**src/rtl/regfile_pkg.sv**
```systemverilog
// Shared types, default sizes and the read-bypass select for the register file.
package regfile_pkg;

  localparam int DEF_DATA_W = 32;
  localparam int DEF_ADDR_W = 5;
  localparam int DEF_NUM_RD = 2;

  typedef logic [DEF_ADDR_W-1:0] reg_addr_t;
  typedef logic [DEF_DATA_W-1:0] reg_data_t;

  // Read-data source, in priority order: zero reg, port A, port B, storage.
  typedef enum logic [1:0] {
    SEL_STORE = 2'd0,
    SEL_WA    = 2'd1,
    SEL_WB    = 2'd2,
    SEL_ZERO  = 2'd3
  } rd_sel_e;

  // Bypass priority mirrors write priority, so a read sees the value that will commit.
  function automatic rd_sel_e bypass_sel(input logic is_zero, input logic hit_a,
                                         input logic hit_b);
    if (is_zero)    return SEL_ZERO;
    else if (hit_a) return SEL_WA;
    else if (hit_b) return SEL_WB;
    else            return SEL_STORE;
  endfunction

endpackage

```
**src/rtl/regfile_scoreboard.sv**
```systemverilog
// Per-register pending-write scoreboard with write-collision detection.
module regfile_scoreboard
  import regfile_pkg::*;
#(
  parameter int ADDR_W   = DEF_ADDR_W,
  parameter int ZERO_REG = 1,
  parameter int NUM_RD   = DEF_NUM_RD
) (
  input  logic                     clk_i,
  input  logic                     rst_n_i,
  input  logic                     iss_valid_i,
  input  logic [ADDR_W-1:0]        iss_addr_i,
  input  logic                     wa_en_i,
  input  logic [ADDR_W-1:0]        wa_addr_i,
  input  logic                     wb_en_i,
  input  logic [ADDR_W-1:0]        wb_addr_i,
  input  logic [NUM_RD*ADDR_W-1:0] rd_addr_i,
  output logic [NUM_RD-1:0]        rd_busy_o,
  output logic [(1<<ADDR_W)-1:0]   busy_vec_o,
  output logic                     collision_o
);

  localparam int DEPTH = 1 << ADDR_W;

  logic [DEPTH-1:0] busy_q;
  logic [DEPTH-1:0] busy_d;
  logic             collision_d;

  // Next busy bits: a new issue sets, a write retires, otherwise hold.
  always_comb begin
    // NOTE: every output of a combinational block gets a default first so no latch is inferred.
    busy_d = busy_q;
    for (int i = 0; i < DEPTH; i++) begin
      if (iss_valid_i && (iss_addr_i == ADDR_W'(i))) begin
        busy_d[i] = 1'b1;
      end else if ((wa_en_i && (wa_addr_i == ADDR_W'(i))) ||
                   (wb_en_i && (wb_addr_i == ADDR_W'(i)))) begin
        busy_d[i] = 1'b0;
      end
    end
    if (ZERO_REG != 0) busy_d[0] = 1'b0;
  end

  // Two ports writing the same architected register; writes to r0 are discarded so never collide.
  always_comb begin
    collision_d = wa_en_i && wb_en_i && (wa_addr_i == wb_addr_i) &&
                  !((ZERO_REG != 0) && (wa_addr_i == '0));
  end

  // Scoreboard and collision flag registers.
  always_ff @(posedge clk_i or negedge rst_n_i) begin
    if (!rst_n_i) begin
      busy_q      <= '0;
      collision_o <= 1'b0;
    end else begin
      // NOTE: sequential state uses non-blocking assignments so all flops update together.
      busy_q      <= busy_d;
      collision_o <= collision_d;
    end
  end

  assign busy_vec_o = busy_q;

  // Per-port busy lookup; a same-cycle write bypasses its data, so no stall is reported.
  for (genvar k = 0; k < NUM_RD; k++) begin : g_rd_busy
    logic [ADDR_W-1:0] addr;
    assign addr = rd_addr_i[k*ADDR_W +: ADDR_W];
    assign rd_busy_o[k] = busy_q[addr] &
                          ~((wa_en_i && (wa_addr_i == addr)) ||
                            (wb_en_i && (wb_addr_i == addr)));
  end

endmodule

```
**src/rtl/param_regfile_sb.sv**
```systemverilog
// Parametrised CPU register file: two write ports, bypassed reads, pending-write scoreboard.
module param_regfile_sb
  import regfile_pkg::*;
#(
  parameter int DATA_W   = DEF_DATA_W,
  parameter int ADDR_W   = DEF_ADDR_W,
  parameter int NUM_RD   = DEF_NUM_RD,
  parameter int ZERO_REG = 1
) (
  input  logic                     clk_i,
  input  logic                     rst_n_i,
  input  logic [NUM_RD*ADDR_W-1:0] rd_addr_i,
  output logic [NUM_RD*DATA_W-1:0] rd_data_o,
  output logic [NUM_RD-1:0]        rd_busy_o,
  input  logic                     iss_valid_i,
  input  logic [ADDR_W-1:0]        iss_addr_i,
  input  logic                     wa_en_i,
  input  logic [ADDR_W-1:0]        wa_addr_i,
  input  logic [DATA_W-1:0]        wa_data_i,
  input  logic                     wb_en_i,
  input  logic [ADDR_W-1:0]        wb_addr_i,
  input  logic [DATA_W-1:0]        wb_data_i,
  output logic [(1<<ADDR_W)-1:0]   busy_vec_o,
  output logic                     collision_o
);

  localparam int DEPTH = 1 << ADDR_W;

  logic [DATA_W-1:0] regs_q [DEPTH];
  logic              wa_ok;
  logic              wb_ok;

  assign wa_ok = wa_en_i && !((ZERO_REG != 0) && (wa_addr_i == '0));
  assign wb_ok = wb_en_i && !((ZERO_REG != 0) && (wb_addr_i == '0));

  // Register storage; port B commits first so port A's later assignment wins on a shared address.
  always_ff @(posedge clk_i or negedge rst_n_i) begin
    if (!rst_n_i) begin
      // NOTE: the array is cleared on reset because software relies on all registers reading 0.
      for (int i = 0; i < DEPTH; i++) regs_q[i] <= '0;
    end else begin
      if (wb_ok) regs_q[wb_addr_i] <= wb_data_i;
      if (wa_ok) regs_q[wa_addr_i] <= wa_data_i;
    end
  end

  // Read ports with same-cycle write bypass.
  for (genvar k = 0; k < NUM_RD; k++) begin : g_rd
    logic [ADDR_W-1:0] addr;
    rd_sel_e           sel;
    assign addr = rd_addr_i[k*ADDR_W +: ADDR_W];

    always_comb begin
      sel = bypass_sel((ZERO_REG != 0) && (addr == '0),
                       wa_en_i && (wa_addr_i == addr),
                       wb_en_i && (wb_addr_i == addr));
      unique case (sel)
        SEL_ZERO: rd_data_o[k*DATA_W +: DATA_W] = '0;
        SEL_WA:   rd_data_o[k*DATA_W +: DATA_W] = wa_data_i;
        SEL_WB:   rd_data_o[k*DATA_W +: DATA_W] = wb_data_i;
        default:  rd_data_o[k*DATA_W +: DATA_W] = regs_q[addr];
      endcase
    end
  end

  regfile_scoreboard #(
    .ADDR_W   (ADDR_W),
    .ZERO_REG (ZERO_REG),
    .NUM_RD   (NUM_RD)
  ) u_scoreboard (
    .clk_i       (clk_i),
    .rst_n_i     (rst_n_i),
    .iss_valid_i (iss_valid_i),
    .iss_addr_i  (iss_addr_i),
    .wa_en_i     (wa_en_i),
    .wa_addr_i   (wa_addr_i),
    .wb_en_i     (wb_en_i),
    .wb_addr_i   (wb_addr_i),
    .rd_addr_i   (rd_addr_i),
    .rd_busy_o   (rd_busy_o),
    .busy_vec_o  (busy_vec_o),
    .collision_o (collision_o)
  );

endmodule

```
**config.mk**
```make
export PLATFORM = sky130hd
export DESIGN_NAME = param_regfile_sb
export DESIGN_NICKNAME = d
export VERILOG_FILES = /design/src/rtl/regfile_pkg.sv /design/src/rtl/regfile_scoreboard.sv /design/src/rtl/param_regfile_sb.sv
export SDC_FILE = /design/constraint.sdc
export NUM_CORES = 2
export LEC_CHECK = 0
export BUFFER_PORTS_ARGS = -buffer_cell sky130_fd_sc_hd__buf_2
export CAP_MARGIN = 15
export CORE_MARGIN = 2
export CORE_UTILIZATION = 48
export CTS_BUF_LIST = sky130_fd_sc_hd__clkbuf_4
export DETAILED_ROUTE_END_ITERATION = 8
export PLACE_DENSITY = 0.74
export SLEW_MARGIN = 0
export SYNTH_ARGS = -nofsm -noshare
export SYNTH_HDL_FRONTEND = slang
export SYNTH_SLANG_ARGS = --single-unit
```
**constraint.sdc**
```tcl
create_clock -name clk_i -period 3.6 [get_ports clk_i]
set_clock_uncertainty 0.05 [all_clocks]
set_input_delay 0.72 -clock clk_i [delete_from_list [all_inputs] [get_ports clk_i]]
set_output_delay 0.72 -clock clk_i [all_outputs]
set_load 0.05 [all_outputs]
```
==> impl.org <==
** Status
- Result of the run :: finished, violations left
- Failing checks :: design-rule violations, negative setup slack

** Worst setup path
- Worst-path cell with the longest stage delay :: sky130_fd_sc_hd__mux4_2
- The cell that appears most often on the critical path is sky130_fd_sc_hd__mux4_2.
- Traced cell by cell, the critical path runs through mux4_2, mux4_2, mux2i_1, nor3_2, buf_6.
- For the worst flop-to-flop path, the logic depth is 4.
- Maximum single-stage delay on the critical path :: 0.68 ns
- The worst register-to-register path ends at regs_q[688].
- At the worst endpoint, the arrival time is 3.50 ns.
- Kind of capture point of the worst setup path :: primary output
- Element type at the critical path start :: flop
- Worst Setup Path Type :: reg -> out
- Number of gates on the worst path with buffers counted :: 5
- Setup slack of the most critical reg-to-reg path :: 2.06 ns
- Maximum fanout along the worst path :: 4
- Required time worst endpoint :: 2.83 ns
- Number of buffers and inverters on the critical path :: 1
- On the critical path the largest part of the delay comes from multiplexers.
- Start of the worst register-to-register path :: regs_q[688]

** STA
- After layout, the minimum clock period comes to 4.27 ns.
- Unrepaired setup endpoints after global routing :: true
- Number of slew-limit violations in the final report :: 0
- Sum of negative setup slack :: -12.66 ns
- Of the available clock period, the critical path in the final layout requires 1.19.
- The number of hold violations in the final report is 0.
- Setup violations remaining at the end of the flow were counted as 65.
- Slew margin rel. :: 0.236
- At the pin with the least slew margin, the transition time is 1.15 ns.
- Upper clock frequency limit :: 0.234 GHz
- Post-route worst setup slack :: -0.668 ns
- Hold is met by 0.167 ns.

** Detailed routing
- After detailed routing, the average wire length per cell comes to 33.2 µm.
- The first routing iteration left 10,400 violations.
- Number of nets still failing antenna checks after routing :: 0
- DR vias/cell :: 7.11
- Vias after detailed routing :: 62,200
- The final layout contains routed wiring with a total length of 290,000 µm.
- For this run, the detailed router's first-pass iteration total came to 9.
- For this run, design rule violations remaining after detail routing come to 3.

** Power and ir drop
- Power per unit of standard cell area :: 528 nW/µm²
- Overall power consumption after layout is estimated at 41.6 mW.
- For this design the static power due to leakage is 34.5 nW.
- IR analysis of the VDD net gives a maximum drop of 0.395 mV.

** Floorplan
- Die area :: 141,000 µm²
- The initial utilization of the core area, before any placement, comes to 0.483.
- The total area inside the core boundary comes to 137,000 µm².
- Rows :: 136
- Die span in y :: 376 µm
- For this design the top-level I/O count stands at 193.
- Die extent in x :: 376 µm

** Synthesis
- The synthesized design spends more area on one cell type than any other, namely sky130_fd_sc_hd__dfrtp_1.
- FFs w/ async S/R, synth :: 1.00
- Synthesized netlist net count :: 6,538
- Number of synthesis warnings :: 0
- After synthesis, the largest family of logic cells by area is multiplexers.
- Post-Synth Simple-Gate Area :: 0.0810
- Mean Syn Cell Area :: 10.3 µm²
- Number of distinct standard cells referenced by the synthesized netlist :: 57
- Counting flops and latches in the post-synthesis netlist gives 1,056.
- Share of synthesized cell area in full adder, half adder and majority cells :: 0
- Sequential cell area fraction in the yosys report :: 0.398
- Multiplexer share of the synthesized area :: 0.325
- Post-synth EDFFs :: 0
- Area share of the largest cell type after synthesis :: 0.398
- Synthesis produced a netlist whose cell count is 6,444.
- For this run, the leading register cell type out of synthesis is sky130_fd_sc_hd__dfrtp_1.
- The compound-gate portion of the synthesized area was 0.137.
- Of the total synthesized cell area, the portion taken by XOR and XNOR cells is 0.00317.
- Area contributors post-synth :: sky130_fd_sc_hd__dfrtp_1 (40%), sky130_fd_sc_hd__mux2i_1 (18%), sky130_fd_sc_hd__mux4_2 (15%)
- The cell area that synthesis handed to floorplanning was 66,400 µm².

** Clocking
- Num Clock Sinks :: 1,056
- The clock reaches the later pin of the worst-skew pair after 1.33 ns.
- Clk root buf :: sky130_fd_sc_hd__clkbuf_4
- CTS tree :: built
- H-tree depth :: 5
- CTS buffer count :: 309
- After clock tree synthesis, the clock-pin slew on the worst setup and hold paths is 0.06 ns.
- Counting along the longest clock path gives a buffer depth of 4.

** Global route
- After global routing the overflow that remains totals 0.
- Entering global routing, the biggest net connects 119 pins.
- All-layer global routing usage :: 0.405
- Number of antenna violations at the first check in global routing :: 18
- The first global-routing pass estimated 416,000 µm of wire.
- The via count of the first global-routing pass is 60,800.

** Min path
- Along the worst hold path, the cell count comes to 7.
- Hold WC Path Type :: in -> reg
- Hold Path Sink :: regs_q[745]
- The startpoint identified for the worst hold timing path is wa_addr_i[4].

** Placement
- Number of I/O port buffers :: 191
- At the placement stage, the worst setup path has a slack of -0.491 ns.
- HPWL after detailed placement :: 179,000 µm
- At the end of routability-driven placement, the weighted congestion stood at 1.02.

** Final layout
- Share of post-route cells with drive strength above 1 :: 0.286
- The net count of the finished layout is 6,844.
- Synth-to-Final Area Change :: 18.9%

** Job
- The tool flagged a number of max-cap violations equal to 0.
-- layout by cell type, fill, tap and decap left out, types with 11 or more instances in the layout --
| master | instances |
|---|---|
| sky130_fd_sc_hd__o22ai_1 | 32 |
| sky130_fd_sc_hd__a32o_1 | 15 |
| sky130_fd_sc_hd__xnor2_1 | 16 |
| sky130_fd_sc_hd__nand2_1 | 621 |
| sky130_fd_sc_hd__o22ai_2 | 29 |
| sky130_fd_sc_hd__nor2b_1 | 14 |
| sky130_fd_sc_hd__mux4_2 | 434 |
| sky130_fd_sc_hd__dfrtp_1 | 1053 |
| sky130_fd_sc_hd__buf_6 | 12 |
| sky130_fd_sc_hd__a32oi_1 | 15 |
| sky130_fd_sc_hd__a31oi_1 | 29 |
| sky130_fd_sc_hd__inv_1 | 15 |
| sky130_fd_sc_hd__mux2i_1 | 1158 |
| sky130_fd_sc_hd__a32o_2 | 63 |
| sky130_fd_sc_hd__o21ai_2 | 17 |
| sky130_fd_sc_hd__diode_2 | 20 |
| sky130_fd_sc_hd__buf_12 | 196 |
| sky130_fd_sc_hd__nor2_1 | 568 |
| sky130_fd_sc_hd__a22o_1 | 32 |
| sky130_fd_sc_hd__o221a_2 | 25 |
| sky130_fd_sc_hd__o21ai_0 | 502 |
| sky130_fd_sc_hd__nand3_1 | 11 |
| sky130_fd_sc_hd__clkbuf_4 | 446 |
| sky130_fd_sc_hd__o21ai_1 | 20 |
| sky130_fd_sc_hd__dlygate4sd3_1 | 114 |
| sky130_fd_sc_hd__a21oi_2 | 44 |
| sky130_fd_sc_hd__nand2_4 | 22 |
| sky130_fd_sc_hd__nor2_4 | 18 |
| sky130_fd_sc_hd__a21oi_1 | 532 |
| sky130_fd_sc_hd__buf_4 | 400 |
| sky130_fd_sc_hd__buf_2 | 117 |
| sky130_fd_sc_hd__clkinv_1 | 37 |
| sky130_fd_sc_hd__a22oi_1 | 13 |
| sky130_fd_sc_hd__nand2b_1 | 13 |
| sky130_fd_sc_hd__o221ai_1 | 93 |
| sky130_fd_sc_hd__a21oi_4 | 13 |
| sky130_fd_sc_hd__a22oi_2 | 45 |
-- layout make-up --
cell class	instances	area [µm²]
Fill cell	11000	58400
Antenna cell	20	50.0
Tap cell	1794	2240
Clock inverter	45	199
Timing Repair Buffer	845	8870
Multi-Input combinational cell	4521	37700
Clock buffer	445	3340
Sequential cell	1056	26400
Inverter	17	63.8
-- cell usage after synthesis, drive strengths merged, types with 14 or more instances --
library cell,instances
mux2i,1166
dfrtp,1056
nand2,651
nor2,595
a21oi,589
o21ai,540
clkbuf,497
mux4,434
buf,353
o221ai,96
a32o,78
o22ai,62
a22oi,58
a22o,32
a31oi,29
o221a,25
nor2b,18
inv,16
xnor2,16
a32oi,15
nand2b,14
-- worst max path at each step --
stage,start,end,slack (ns)
6_report,u_scoreboard.busy_vec_o[24],rd_busy_o[0],-0.67
5_1_grt,u_scoreboard.busy_vec_o[31],rd_busy_o[0],-0.73
4_1_cts,u_scoreboard.busy_vec_o[28],rd_busy_o[0],-0.64
3_5_place_dp,rd_addr_i[7],rd_data_o[55],-0.49
3_3_place_gp,rd_addr_i[7],rd_data_o[55],-0.58
2_1_floorplan,rd_addr_i[5],rd_data_o[48],-0.005
-- routing by layer --
| metal | part of all wire | global-route usage |
|---|---|---|
| met1 | 0.33 | 0.496 |
| met5 | 0.0019 | 0.00549 |
| met4 | 0.090 | 0.292 |
| met2 | 0.39 | 0.532 |
| met3 | 0.19 | 0.223 |
-- flip-flops by register name, indices dropped and copies added, names as in the netlist --
| name | count |
|---|---|
| regs_q | 1024 |
| u_scoreboard.busy_vec_o | 31 |
| u_scoreboard.collision_o | 1 |
-- through the flow --
stage,std cells,util,area [µm²]
CTS,8704,0.571,78400
floorplan,6444,-,66400
detailed placement,8067,0.529,72700
global placement,8067,0.529,72700
global route,8735,0.574,78900
finish,8743,0.574,78900
-- where the power goes --
group          total (mW)  switching, mW  internal, mW
clock                11.2           5.55          5.66
sequential           17.6           2.72          14.9
combinational        12.8           6.33          6.46
total                41.6           14.6          27.0
-- what timing repair did --
item                                    CTS  global route
pin swaps                               139            44
cloned                                    0             0
hold buffers                            115             0
endpoints found under the hold margin  1725             0
setup endpoints to repair                66            66
setup buffers                            50            22
gates resized for setup                 262            56
-- worst reg2reg max path, cell delays in order, from the launching register on --
cell and delay (ns):
sky130_fd_sc_hd__dfrtp_1 0.40, sky130_fd_sc_hd__buf_4 0.14, sky130_fd_sc_hd__mux2i_1 0.12, sky130_fd_sc_hd__o21ai_0 0.11
sky130_fd_sc_hd__dlygate4sd3_1 0.61
-- logic make-up (layout without fill, tap and decap cells) --
logic type | after synthesis | after routing
muxes | 1607 | 1607
AOI/OAI and AO/OA | 1537 | 1537
and+or+nand+nor | 1352 | 1352
DFF | 1056 | 1056
buffers and inverters | 867 | 1352
xor gates and xnor gates | 24 | 24
other | 1 | 21
Power figures use the tool's default switching activity.
